$ cat src/rtl/spi_eeprom_reader.sv
// SPI mode-0 EEPROM burst reader: READ (0x03) with address, optional RDSR (0x05).
// Define SPI_EEPROM_RDSR_EN to honour mode=1 as RDSR; otherwise every request is a READ.
module spi_eeprom_reader #(
   parameter int unsigned ADDR_W   = 16,
   parameter int unsigned LEN_W    = 8,
   parameter int unsigned CLK_DIV  = 2,
   parameter int unsigned CS_SETUP = 2
) (
   input  logic              clk,
   input  logic              reset,
   input  logic              start,
   input  logic              mode,
   input  logic [ADDR_W-1:0] addr,
   input  logic [LEN_W-1:0]  len,
   output logic              busy,
   output logic [7:0]        data_out,
   output logic              data_valid,
   input  logic              data_ready,
   output logic              done,
   output logic              flash_si,
   input  logic              flash_so,
   output logic              flash_sck,
   output logic              flash_cs_n,
   output logic              flash_wp_n,
   output logic              flash_hold_n
);

   localparam int unsigned TX_W      = ADDR_W + 8;
   localparam int unsigned BIT_W     = $clog2(TX_W + 1);
   localparam int unsigned FIRST_LOW = (CS_SETUP > CLK_DIV) ? CS_SETUP : CLK_DIV;
   localparam int unsigned DIV_W     = (FIRST_LOW < 2) ? 1 : $clog2(FIRST_LOW);
   localparam logic [7:0]  CMD_READ  = 8'h03;
   localparam logic [7:0]  CMD_RDSR  = 8'h05;

   typedef enum logic [2:0] {
      S_IDLE, S_CSS, S_CMD, S_ADDR, S_DATA, S_CSH, S_FIN
   } state_t;

   state_t             r_state, w_state_nxt;
   logic [DIV_W-1:0]   r_div, w_div_nxt;
   logic [BIT_W-1:0]   r_bit, w_bit_nxt;
   logic [LEN_W-1:0]   r_left, w_left_nxt;
   logic [TX_W-1:0]    r_tx, w_tx_nxt;
   logic [7:0]         r_rx, w_rx_nxt;
   logic [7:0]         r_dout, w_dout_nxt;
   logic               r_rdsr, w_rdsr_nxt;
   logic               r_load, w_load_nxt;
   logic               r_sck, w_sck_nxt;
   logic               r_cs_n, w_cs_n_nxt;
   logic               r_busy, w_busy_nxt;
   logic               r_done, w_done_nxt;
   logic               r_valid, w_valid_nxt;
   logic               w_start_rdsr;
   logic               w_half_end;
   logic               w_field_last;
   logic               w_stall;

`ifdef SPI_EEPROM_RDSR_EN
   assign w_start_rdsr = mode;
`else
   logic w_unused_mode;
   assign w_start_rdsr  = 1'b0;
   assign w_unused_mode = mode;
`endif

   assign w_half_end   = (r_div == DIV_W'(CLK_DIV - 1));
   assign w_field_last = (r_state == S_ADDR) ? (r_bit == BIT_W'(ADDR_W - 1))
                                             : (r_bit == BIT_W'(7));
   // Hold SCK low before a byte's first rise while the previous byte is unaccepted
   assign w_stall      = (r_state == S_DATA) && (r_bit == '0) && r_valid && !data_ready;

   always_ff @(posedge clk) begin
      if (reset) begin
         r_state <= S_IDLE;
         r_div   <= '0;
         r_bit   <= '0;
         r_left  <= '0;
         r_tx    <= '0;
         r_rx    <= '0;
         r_dout  <= '0;
         r_rdsr  <= 1'b0;
         r_load  <= 1'b0;
         r_sck   <= 1'b0;
         r_cs_n  <= 1'b1;
         r_busy  <= 1'b0;
         r_done  <= 1'b0;
         r_valid <= 1'b0;
      end else begin
         r_state <= w_state_nxt;
         r_div   <= w_div_nxt;
         r_bit   <= w_bit_nxt;
         r_left  <= w_left_nxt;
         r_tx    <= w_tx_nxt;
         r_rx    <= w_rx_nxt;
         r_dout  <= w_dout_nxt;
         r_rdsr  <= w_rdsr_nxt;
         r_load  <= w_load_nxt;
         r_sck   <= w_sck_nxt;
         r_cs_n  <= w_cs_n_nxt;
         r_busy  <= w_busy_nxt;
         r_done  <= w_done_nxt;
         r_valid <= w_valid_nxt;
      end
   end

   always_comb begin
      w_state_nxt = r_state;
      w_div_nxt   = r_div;
      w_bit_nxt   = r_bit;
      w_left_nxt  = r_left;
      w_tx_nxt    = r_tx;
      w_rx_nxt    = r_rx;
      w_dout_nxt  = r_dout;
      w_rdsr_nxt  = r_rdsr;
      w_load_nxt  = 1'b0;
      w_sck_nxt   = r_sck;
      w_cs_n_nxt  = r_cs_n;
      w_busy_nxt  = r_busy;
      w_done_nxt  = 1'b0;
      w_valid_nxt = r_valid;

      if (r_valid && data_ready) w_valid_nxt = 1'b0;
      if (r_load) begin
         w_dout_nxt  = r_rx;
         w_valid_nxt = 1'b1;
      end

      case (r_state)
         S_IDLE: begin
            if (start) begin
               w_state_nxt = S_CSS;
               w_busy_nxt  = 1'b1;
               w_cs_n_nxt  = 1'b0;
               w_div_nxt   = '0;
               w_bit_nxt   = '0;
               w_rdsr_nxt  = w_start_rdsr;
               w_left_nxt  = w_start_rdsr ? '0 : len;
               w_tx_nxt    = w_start_rdsr ? {CMD_RDSR, ADDR_W'(0)} : {CMD_READ, addr};
            end
         end
         // First low phase covers both chip-select setup and SI setup for the command MSB
         S_CSS: begin
            if (r_div == DIV_W'(FIRST_LOW - 1)) begin
               w_state_nxt = S_CMD;
               w_sck_nxt   = 1'b1;
               w_div_nxt   = '0;
            end else begin
               w_div_nxt = r_div + 1'b1;
            end
         end
         S_CMD, S_ADDR, S_DATA: begin
            if (!r_sck) begin
               if (!w_half_end) begin
                  w_div_nxt = r_div + 1'b1;
               end else if (!w_stall) begin
                  w_sck_nxt = 1'b1;
                  w_div_nxt = '0;
                  if (r_state == S_DATA) begin
                     w_rx_nxt   = {r_rx[6:0], flash_so};
                     w_load_nxt = (r_bit == BIT_W'(7));
                  end
               end
            end else if (!w_half_end) begin
               w_div_nxt = r_div + 1'b1;
            end else begin
               w_sck_nxt = 1'b0;
               w_div_nxt = '0;
               w_tx_nxt  = r_tx << 1;
               w_bit_nxt = r_bit + 1'b1;
               if (w_field_last) begin
                  w_bit_nxt = '0;
                  case (r_state)
                     S_CMD:   w_state_nxt = r_rdsr ? S_DATA : S_ADDR;
                     S_ADDR:  w_state_nxt = S_DATA;
                     default: begin
                        if (r_left == '0) w_state_nxt = S_CSH;
                        else              w_left_nxt  = r_left - 1'b1;
                     end
                  endcase
               end
            end
         end
         // Hold time counts only once the final byte has been taken
         S_CSH: begin
            if (!r_valid && !r_load) begin
               if (r_div == DIV_W'(CS_SETUP - 1)) begin
                  w_state_nxt = S_FIN;
                  w_cs_n_nxt  = 1'b1;
                  w_div_nxt   = '0;
               end else begin
                  w_div_nxt = r_div + 1'b1;
               end
            end
         end
         S_FIN: begin
            w_state_nxt = S_IDLE;
            w_busy_nxt  = 1'b0;
            w_done_nxt  = 1'b1;
         end
         default: w_state_nxt = S_IDLE;
      endcase
   end

   assign busy         = r_busy;
   assign data_out     = r_dout;
   assign data_valid   = r_valid;
   assign done         = r_done;
   assign flash_si     = r_tx[TX_W-1];
   assign flash_sck    = r_sck;
   assign flash_cs_n   = r_cs_n;
   assign flash_wp_n   = 1'b1;
   assign flash_hold_n = 1'b1;

endmodule

$ cat config.mk
export PLATFORM = sky130hd
export DESIGN_NAME = spi_eeprom_reader
export DESIGN_NICKNAME = d
export VERILOG_FILES = /design/src/rtl/spi_eeprom_reader.sv
export SDC_FILE = /design/constraint.sdc
export NUM_CORES = 1
export LEC_CHECK = 0
export BUFFER_PORTS_ARGS = -buffer_cell sky130_fd_sc_hd__buf_4
export CORE_MARGIN = 2
export CORE_UTILIZATION = 59
export DETAILED_ROUTE_END_ITERATION = 10
export PLACE_DENSITY = 0.86
export SLEW_MARGIN = 10
export SYNTH_ARGS = -nofsm -noshare
export SYNTH_HDL_FRONTEND = slang
export SYNTH_SLANG_ARGS = --single-unit
export TNS_END_PERCENT = 5
$ cat constraint.sdc
create_clock -name clk -period 3.9 [get_ports clk]
set_input_delay 0.78 -clock clk [delete_from_list [all_inputs] [get_ports clk]]
set_output_delay 0.78 -clock clk [all_outputs]
set_load 0.01 [all_outputs]
After elaboration in Yosys (flattened, before gate mapping):

Cells that the tools add are included.

* add/sub/neg operators: 3
* eq/ne operators: 18
* multiplexer cells: 47
* bitwise logic cells: 5
* reductions and logical operators: 28

Operators by type and width (number)
* two-way mux 24 bit: 3
* two-way mux 8 bit: 6
* one-hot mux 24 bit (2 select lines): 1
* two-way mux 3 bit: 8
* two-way mux 5 bit: 4
* != test 2 bit (second input constant): 9
* two-way mux 1 bit: 17
* one-hot mux 8 bit (2 select lines): 1
* one-hot mux 3 bit (4 select lines): 1
* one-hot mux 5 bit (2 select lines): 1
* nonzero test 2 bit: 5
* == test 3 bit (second input constant): 3
* zero test 8 bit: 1
* AND reduction 4 bit: 2
* AND reduction 8 bit: 1
* subtractor 8 x 1 -> 8 bit (second input constant): 1
* AND reduction 7 bit: 1
* == test 3 x 2 -> 1 bit (second input constant): 2
* one-hot mux 1 bit (2 select lines): 3
* one-hot mux 3 bit (2 select lines): 1
* OR reduction 6 bit: 1
* adder 5 x 1 -> 5 bit (second input constant): 1
* == test 5 x 3 -> 1 bit (second input constant): 1
* == test 5 x 4 -> 1 bit (second input constant): 1
* other kinds (15): 26

* register bits: 63
* input bits: 30
* output and inout bits: 16
* word-level logic and storage cells: 114

Longest topological paths before layout:

Gate-level depths: netlist of run 1.

* depth after elaboration: 8
* depth in mapped cells: 9
* depth with buffers taken out: 8

Least setup slack after synthesis of run 1:

OpenSTA, ideal clock, no wires.

* path kind: register -> register
* start: register r_bit[0]
* end: register r_left[0]
* library setup time: 0.070 ns
* arrival: 1.743 ns
* data required time: 3.830 ns
* path slack: 2.086 ns
* cell stages (with the launch flop): 10
* buffers on the path: 1
* period minus slack after synthesis: 1.814 ns
* cell sequence: dfxtp_1 -> ha_1 -> and3_1 -> ha_1 -> nand4b_1 -> o221ai_2 -> o221ai_2 -> buf_4 -> o21ai_1 -> a21oi_1

* longest elaborated chain between the ends: 4
* elaborated cells between the ends (all ways): 5
* those cells by class: 3 x eq/ne; 1 x mux; 1 x reduce/logical

RTL lines
* from (decl): line 41 `logic [BIT_W-1:0] r_bit, w_bit_nxt;`
* from (signal assigned): line 91 `r_bit <= w_bit_nxt;`
* == test 5 x 3 -> 1 bit or == test 5 x 4 -> 1 bit (tied branches): line 68, 67
* two-way mux 1 bit *: line 67 `assign w_field_last = (r_state == S_ADDR) ? (r_bit == BIT_W'(ADDR_W - 1))`
* != test 2 bit (no line) *
* AND reduction 7 bit (no line) *
* to (signal assigned): line 92 `r_left <= w_left_nxt;`
* to (decl): line 42 `logic [LEN_W-1:0] r_left, w_left_nxt;`

Mark *: on every way between the ends. The rest lies on a longest branch, timed or not.
A chain may end at the register's enable or synchronous reset.

Final worst setup path of run 1:

* start: register r_state[0]
* end: register r_left[7]

* longest elaborated chain between the ends: 4
* elaborated cells between the ends (all ways): 16
* those cells by class: 9 x eq/ne; 2 x mux; 5 x reduce/logical

RTL lines
* from (decl): line 39 `state_t r_state, w_state_nxt;`
* from (signal assigned): line 89 `r_state <= w_state_nxt;`
* == test 3 x 2 -> 1 bit, or another cell as far along: line 67, 128, 172
* OR reduction 3 bit, or another cell as far along: line 128 `case (r_state)`
* != test 2 bit (no line) or nonzero test 2 bit (tied branches)
* AND reduction 7 bit (no line)

Parallel ways exist; a longest one is shown, timed or not.

==> results of run 1 <==
[cells in the mapped netlist, types with 2 or more instances]
library cell / n
a211o_1: 3
a21o_1: 3
a21oi_1: 26
a311oi_1: 16
a31oi_1: 2
and2_1: 2
buf_1: 3
buf_2: 6
buf_4: 6
buf_6: 4
clkbuf_1: 12
dfxtp_1: 63
ha_1: 5
inv_1: 6
mux2i_1: 18
nand2_1: 53
nand2b_1: 5
nand3_1: 10
nand4b_1: 2
nor2_1: 59
nor2b_1: 4
nor3_1: 5
nor3b_1: 5
o21a_1: 3
o21ai_0: 9
o21ai_1: 2
o221ai_2: 2
o31ai_1: 3
or2_1: 2
or3_1: 3
or4_1: 2
xor2_1: 2
[metal layers]
metal	share of wire [%]	up-vias
li1	-	1336
met4	1.7	0
met1	44	1239
met2	49	87
met5	0	-
met3	5.7	13
[flip-flops by register name, indices dropped and copies added (netlist names)]
register,flops
flash_sck,1
r_left,8
r_state,3
r_bit,5
r_tx,24
data_valid,1
r_load,1
r_rx,8
data_out,8
flash_cs_n,1
r_div,1
busy,1
done,1
[cells in the final DEF, fill, tap and decap left out, types with 3 or more instances in the layout]
| cell type | count |
|---|---|
| nor2b_1 | 4 |
| or3_1 | 3 |
| clkbuf_8 | 10 |
| mux2i_1 | 18 |
| o31ai_1 | 3 |
| nand2b_1 | 5 |
| nand3_1 | 10 |
| o21a_1 | 3 |
| a211o_1 | 3 |
| nor3b_1 | 5 |
| buf_4 | 46 |
| nor2_1 | 59 |
| nor3_1 | 5 |
| a21oi_1 | 26 |
| a311oi_1 | 16 |
| inv_1 | 6 |
| o21ai_0 | 9 |
| dfxtp_1 | 63 |
| a21o_1 | 3 |
| nand2_1 | 53 |
| ha_1 | 5 |
[final cells by class]
class	count	area, um2	area share (%)
Multi-Input combinational cell	270	1600	45.7
Clock buffer	10	138	3.93
Tap cell	70	87.6	2.50
Timing Repair Buffer	46	345	9.86
Inverter	6	22.5	0.643
Clock inverter	4	47.5	1.36
Sequential cell	63	1260	36.0
[worst paths after layout]
path / startpoint / end / cells after the start
hold reg to reg: r_tx[23]$_SDFFE_PP0P_ / r_tx[23]$_SDFFE_PP0P_ / 2
setup reg to reg: r_state[0]$_SDFFE_PP0P_ / r_left[7]$_SDFFE_PP0P_ / 5
hold / removal: r_tx[23]$_SDFFE_PP0P_ / r_tx[23]$_SDFFE_PP0P_ / 2
setup / recovery: r_state[0]$_SDFFE_PP0P_ / r_left[7]$_SDFFE_PP0P_ / 5
[power by group]
| part | switching (mW) | internal (mW) | total (mW) |
|---|---|---|---|
| logic | 0.197 | 0.147 | 0.344 |
| registers | 0.0631 | 0.702 | 0.765 |
| clock network | 0.246 | 0.303 | 0.549 |
[tightest hold or removal path: stages (launching register included)]
cell,delay (ps)
dfxtp_1,310
nand2_1,50
a21oi_1,50
[cell families after synthesis]
| kind of cell | count (synthesis) | share of synthesized area, % |
|---|---|---|
| adders and majority gates | 5 | 2.05 |
| other | 1 | 0.123 |
| and+or+nand+nor | 161 | 24.3 |
| xor gates and xnor gates | 3 | 0.862 |
| muxes | 18 | 5.91 |
| DFF | 63 | 41.3 |
| AOI/OAI and AO/OA | 81 | 18.9 |
| buffers and inverters | 37 | 6.52 |
[through the flow]
stage / power [mW] / hold slack, ps / area [um2]
2_1_floorplan: 1.06 / 429 / 3050
3_3_place_gp: 1.10 / 435 / 3320
3_5_place_dp: 1.11 / 443 / 3320
4_1_cts: 1.65 / 454 / 3500
5_1_grt: 1.74 / 474 / 3500
6_report: 1.66 / 457 / 3500
==> flow_metrics.tcl, run 1 <==
set metrics [dict create \
    p_per_area_mw_per_mm2 473 \
    gp_routability_congestion 0.836 \
    fin_util_pct 69.5 \
    crit_family "compound AO/OA/AOI/OAI gates" \
    overflow 0 \
    die_h_um 75.9 \
    vias_per_cell 5.70 \
    required_ps 4160 \
    wl_per_cell_um 13.6 \
    post-place-ws_ps 1640 \
    start_util_pct 60.5 \
    cp_num_buf_inv 0 \
    diodes 0 \
    maxCapViolations 0 \
    arrival_ps 2590 \
    cts_hold_buf 0 \
    synthArstFlopShare_pct 0 \
    grt-busiest-layer "met2" \
    htreeDepth 3 \
    clk_pin_slew_ps 70 \
    met1_usage_pct 29.4 \
    cts_resized 0 \
    synth_edf_count 0 \
    yosysTopAreaCell "dfxtp_1" \
    r2r_slack_ps 1570 \
    setup_viol 0 \
    dr.first_iter.drc_count 233 \
    use_met3_pct 5.71 \
    cts_max_path_buffers 2 \
    nets 431 \
    p_leak_nw 1.34 \
    synth-seq-cells 63 \
    clkSinkCount 63 \
    worstSetupPathType "reg2reg" \
    cp_slowest_cell "dfxtp_1" \
    use_met2_pct 38.8 \
    timing.final.crit_period_ps 2330 \
    first_global_vias 2553 \
    vias 2675 \
    clock_latency_ps 340 \
    dpl.hpwl_mm 4.09 \
    io_pins 46 \
    fp-row-count 26 \
    synth.top_cell.area_share_pct 41.3 \
    drive_gt1_share_pct 17.5 \
    crit_top_cell "o221ai_2" \
    grt_pass1_wl_mm 11.1 \
    syn_avg_cell_area_um2 8.27 \
    worstSetupEndpointType "register" \
    cts_tree "yes" \
    first_pass_iters 5 \
    grt_max_degree 63 \
    netlist_area_mm2 0.00305 \
    max-slew-margin-rel_pct 50.4 \
    place_inst 455 \
    max_freq_ghz 0.430 \
    synth-seq-area-share_pct 41.3 \
    hold_class "reg2reg" \
    hold_viol_final 0 \
    dieArea_mm2 0.00576 \
    final_cells 469 \
    crit_chain "or2_1 > o221ai_2 > o221ai_2 > o21ai_0 > a21oi_1" \
    status "completed" \
    fin_worst_skew_ps 5.54 \
    synth_cell_type_count 55 \
    core_mm2 0.00504 \
    drtAntennaViolNets 0 \
    ys_warn_count 0 \
    port_buffers 42 \
    ys_dominant_reg_cell "dfxtp_1" \
    yosys-top-cells-area "dfxtp_1 (41%), nor2_1 (7.3%), nand2_1 (6.5%)" \
    critPathMaxFanout 18 \
    tightest_slew_ps 744 \
    die_x_um 75.9 \
    antenna_found_initial 0 \
    ir_drop_v 0.000291 \
    slew_viol_final 0 \
    synthCells 369 \
    fin_setup_tns_ps 0 \
    wl_mm 6.39 \
    clock-root-buffer "clkbuf_8" \
    finalCritPeriodShare_pct 59.6 \
    remaining_drc_errors 0 \
    max_stage_delay_ps 700 \
    worst_slack_ps 1570 \
    numCtsBuffers 9 \
    syn2layout_area_growth_pct 14.8 \
    fillCellCount 418 \
    post_cts_buffers 0 \
    grt_usage_pct 23.6 \
    critPathLaunchType "register" \
    rsz0062_at_grt "no" \
]
Power figures use the tool's default switching activity.
==> run 2: changes to the inputs <==
--- a/config.mk
+++ b/config.mk
@@ -5,11 +5,12 @@
 export SDC_FILE = /design/constraint.sdc
 export NUM_CORES = 1
 export LEC_CHECK = 0
+export ABC_AREA = 1
 export BUFFER_PORTS_ARGS = -buffer_cell sky130_fd_sc_hd__buf_4
 export CORE_MARGIN = 2
-export CORE_UTILIZATION = 59
+export CORE_UTILIZATION = 57
 export DETAILED_ROUTE_END_ITERATION = 10
-export PLACE_DENSITY = 0.86
+export PLACE_DENSITY = 0.83
 export SLEW_MARGIN = 10
 export SYNTH_ARGS = -nofsm -noshare
 export SYNTH_HDL_FRONTEND = slang
==> constraint.sdc (replaced) <==
create_clock -name clk -period 2.41 [get_ports clk]
set_input_delay 0.482 -clock clk [delete_from_list [all_inputs] [get_ports clk]]
set_output_delay 0.482 -clock clk [all_outputs]
set_load 0.01 [all_outputs]
==> run 2 against run 1 <==
Compared with the run above:
- cell count up 24%
- setup slack got worse by 1200 ps
- non-clock buffer count grew 1
- sequential power is 80% higher
- critical path depth increased by 1
- synthesized cell count up 27%
- power rose to 2.5 times the previous value
- register-to-register slack got worse by 1200 ps
- wire length increased by 6.4%
- count of clock-buffer cells in the layout up 4
- combinational power grew to 4.9 times the previous value
- global-route usage down 0.84 points
- critical endpoint is now r_rx[5]$_SDFFE_PP0P_
- largest power group is now combinational cells
==> flow_metrics.tcl, run 2 <==
set metrics [dict create \
    status "completed" \
    cp_num_cells 6 \
    die_x_um 79.4 \
    min_delay_worst_endpoint "r_rx[0]$_SDFFE_PP0P_" \
    synthSimpleGateAreaFrac_pct 27.2 \
    fin_worst_skew_ps 9.86 \
    final_common_cell "nand2_1" \
    max_stage_delay_ps 540 \
    required_ps 2610 \
    cts_resized 0 \
    crit_family "simple AND/OR/NAND/NOR gates" \
    min_from "flash_so" \
    worstSetupPathType "reg2reg" \
    clock-root-buffer "clkbuf_8" \
    yosys-top-cells-area "dfxtp_1 (39%), nand2_1 (12%), o21ai_0 (8.2%)" \
    r2r-end "r_rx[5]$_SDFFE_PP0P_" \
    io_pins 46 \
    holdPathStages 3 \
    dpl.hpwl_mm 4.58 \
    grt_pass1_wl_mm 11.3 \
    synth_adder_area_share_pct 1.93 \
    remaining_drc_errors 0 \
    syn2layout_area_growth_pct 16.3 \
    timing.final.crit_period_ps 2000 \
    critPathLaunchType "register" \
    synthCells 470 \
    synth.most_common_cell "nand2_1" \
    r2r_slack_ps 410 \
    p_leak_nw 1.70 \
    wl_per_cell_um 11.7 \
    setup_viol 0 \
    gp_routability_congestion 0.888 \
    first_global_vias 2650 \
    tightest_slew_ps 653 \
    finalCritPeriodShare_pct 83.0 \
    cts_tree "yes" \
    rsz0062_at_grt "no" \
    maxCapViolations 0 \
    vias_per_cell 5.10 \
    worstSetupEndpointType "register" \
    port_buffers 42 \
    numCtsBuffers 9 \
    rr_startpoint "r_bit[0]$_SDFFE_PP0P_" \
    overflow 0 \
    regMostFlops "r_tx" \
    synth_common_cells "nand2_1 (103), dfxtp_1 (63), inv_1 (59)" \
    synthArstFlopShare_pct 0 \
    ys_dominant_reg_cell "dfxtp_1" \
    die_h_um 79.4 \
    post_cts_buffers 0 \
    largest_register_ffs 24 \
    yosysTopAreaCell "dfxtp_1" \
    start_util_pct 58.8 \
    fp-row-count 27 \
    nets 540 \
    clock_latency_ps 340 \
    fin_total_pwr_mw 4.15 \
    hold_class "in2reg" \
    ir_drop_v 0.000678 \
    arrival_ps 2200 \
    grt_max_degree 43 \
    synth.top_cell.area_share_pct 38.9 \
    htreeDepth 3 \
    synth_cell_type_count 28 \
    ff2ff_path_depth 6 \
    antenna_found_initial 0 \
    fin_util_pct 68.4 \
    dr.first_iter.drc_count 137 \
    cts_max_path_buffers 2 \
    synthMuxAreaShare_pct 0 \
    final_cell_mix "nand2_1 (103), dfxtp_1 (63), inv_1 (59), nor2_1 (53), o21ai_0 (53)" \
    drive_gt1_share_pct 18.6 \
    synth_xor_area_share_pct 0.270 \
    cp_num_buf_inv 1 \
    cts_hold_buf 0 \
    max-slew-margin-rel_pct 56.4 \
    core_mm2 0.00551 \
    dieArea_mm2 0.00630 \
    first_pass_iters 4 \
    drtAntennaViolNets 0 \
    fin_setup_tns_ps 0 \
    synth-seq-area-share_pct 38.9 \
    hold_viol_final 0 \
    max_freq_ghz 0.500 \
    critPathMaxFanout 17 \
    wl_mm 6.80 \
    syn_avg_cell_area_um2 6.89 \
    netlist_area_mm2 0.00324 \
    synth_edf_count 0 \
    clk_pin_slew_ps 70 \
    synth_top_family_by_area "simple AND/OR/NAND/NOR gates" \
    crit_chain "inv_1 > ha_1 > nand4_1 > nand4_1 > o21ai_0 > a21oi_1" \
    synth_compound_area_share_pct 19.2 \
    diodes 0 \
    slew_viol_final 0 \
    vias 2970 \
    ys_warn_count 0 \
    synth-seq-cells 63 \
    clkSinkCount 63 \
    p_per_area_mw_per_mm2 1100 \
    cp_slowest_cell "nand4_1" \
    crit_top_cell "nand4_1" \
    grt_usage_pct 22.7 \
]
-- run 2: cell types whose count changed in the layout (fill, tap and decap cells not counted), sizes merged, moves of 16 or more --
cell,change
mux2i,-18
nand3,+17
inv,+56
a311oi,-16
nand2,+56
a21oi,+27
o21ai,+45
-- run 2: logic make-up after synthesis --
logic type | Yosys count
and+or+nand+nor | 201
AOI/OAI and AO/OA | 113
buffers and inverters | 86
DFF | 63
adders and majority gates | 5
xor gates and xnor gates | 1
other | 1
-- run 2: stage by stage --
stage          std cells  worst slack [ps]  instance area (um2)  hold WS [ps]
6_report             582               410                 3760           440
5_1_grt              582               265                 3760           448
4_1_cts              582               470                 3760           429
3_5_place_dp         566               555                 3520           441
3_3_place_gp         566               604                 3520           431
2_1_floorplan        471               863                 3240           425
-- run 2: worst reg2reg max path, stage by stage, from the launching register on --
cell and delay (ps):
dfxtp_1 370, inv_1 90, ha_1 200, nand4_1 150, nand4_1 540, o21ai_0 430, a21oi_1 70
-- run 2: layout make-up --
| type | count | area (um2) |
|---|---|---|
| flip-flops and latches | 63 | 1260 |
| repair buffers | 47 | 353 |
| multi-input cells | 322 | 1580 |
| well taps | 72 | 90.1 |
| clock buffers | 14 | 183 |
| inverters | 62 | 238 |
| fillers | 486 | 1740 |
| clock inverters | 2 | 60.1 |
-- run 2: worst max path at each step --
stage,from,end,slack [ps]
after floorplan,r_bit[0]$_SDFFE_PP0P_,r_left[7]$_SDFFE_PP0P_,860
after global placement,r_bit[0]$_SDFFE_PP0P_,r_rx[5]$_SDFFE_PP0P_,600
after detailed placement,r_bit[0]$_SDFFE_PP0P_,r_rx[4]$_SDFFE_PP0P_,560
after CTS,r_bit[0]$_SDFFE_PP0P_,r_rx[5]$_SDFFE_PP0P_,470
after global routing,r_state[1]$_SDFFE_PP0P_,r_left[7]$_SDFFE_PP0P_,260
final,r_bit[0]$_SDFFE_PP0P_,r_rx[5]$_SDFFE_PP0P_,410
-- run 2: routing by layer --
metal  global-route usage [%]  routed length (um)  up-vias
li1                         -                   -     1561
met1                     27.1                3050     1330
met2                     38.9                3330       63
met3                     4.30                 265       16
met4                     11.7                 157        0
met5                        0                   0        -
-- run 2: where the power goes --
part | leakage (nW) | internal [mW] | total [mW] | switching (mW)
registers | 0.515 | 1.25 | 1.38 | 0.135
clock network | 0.123 | 0.696 | 1.09 | 0.389
logic | 1.06 | 0.551 | 1.68 | 1.13
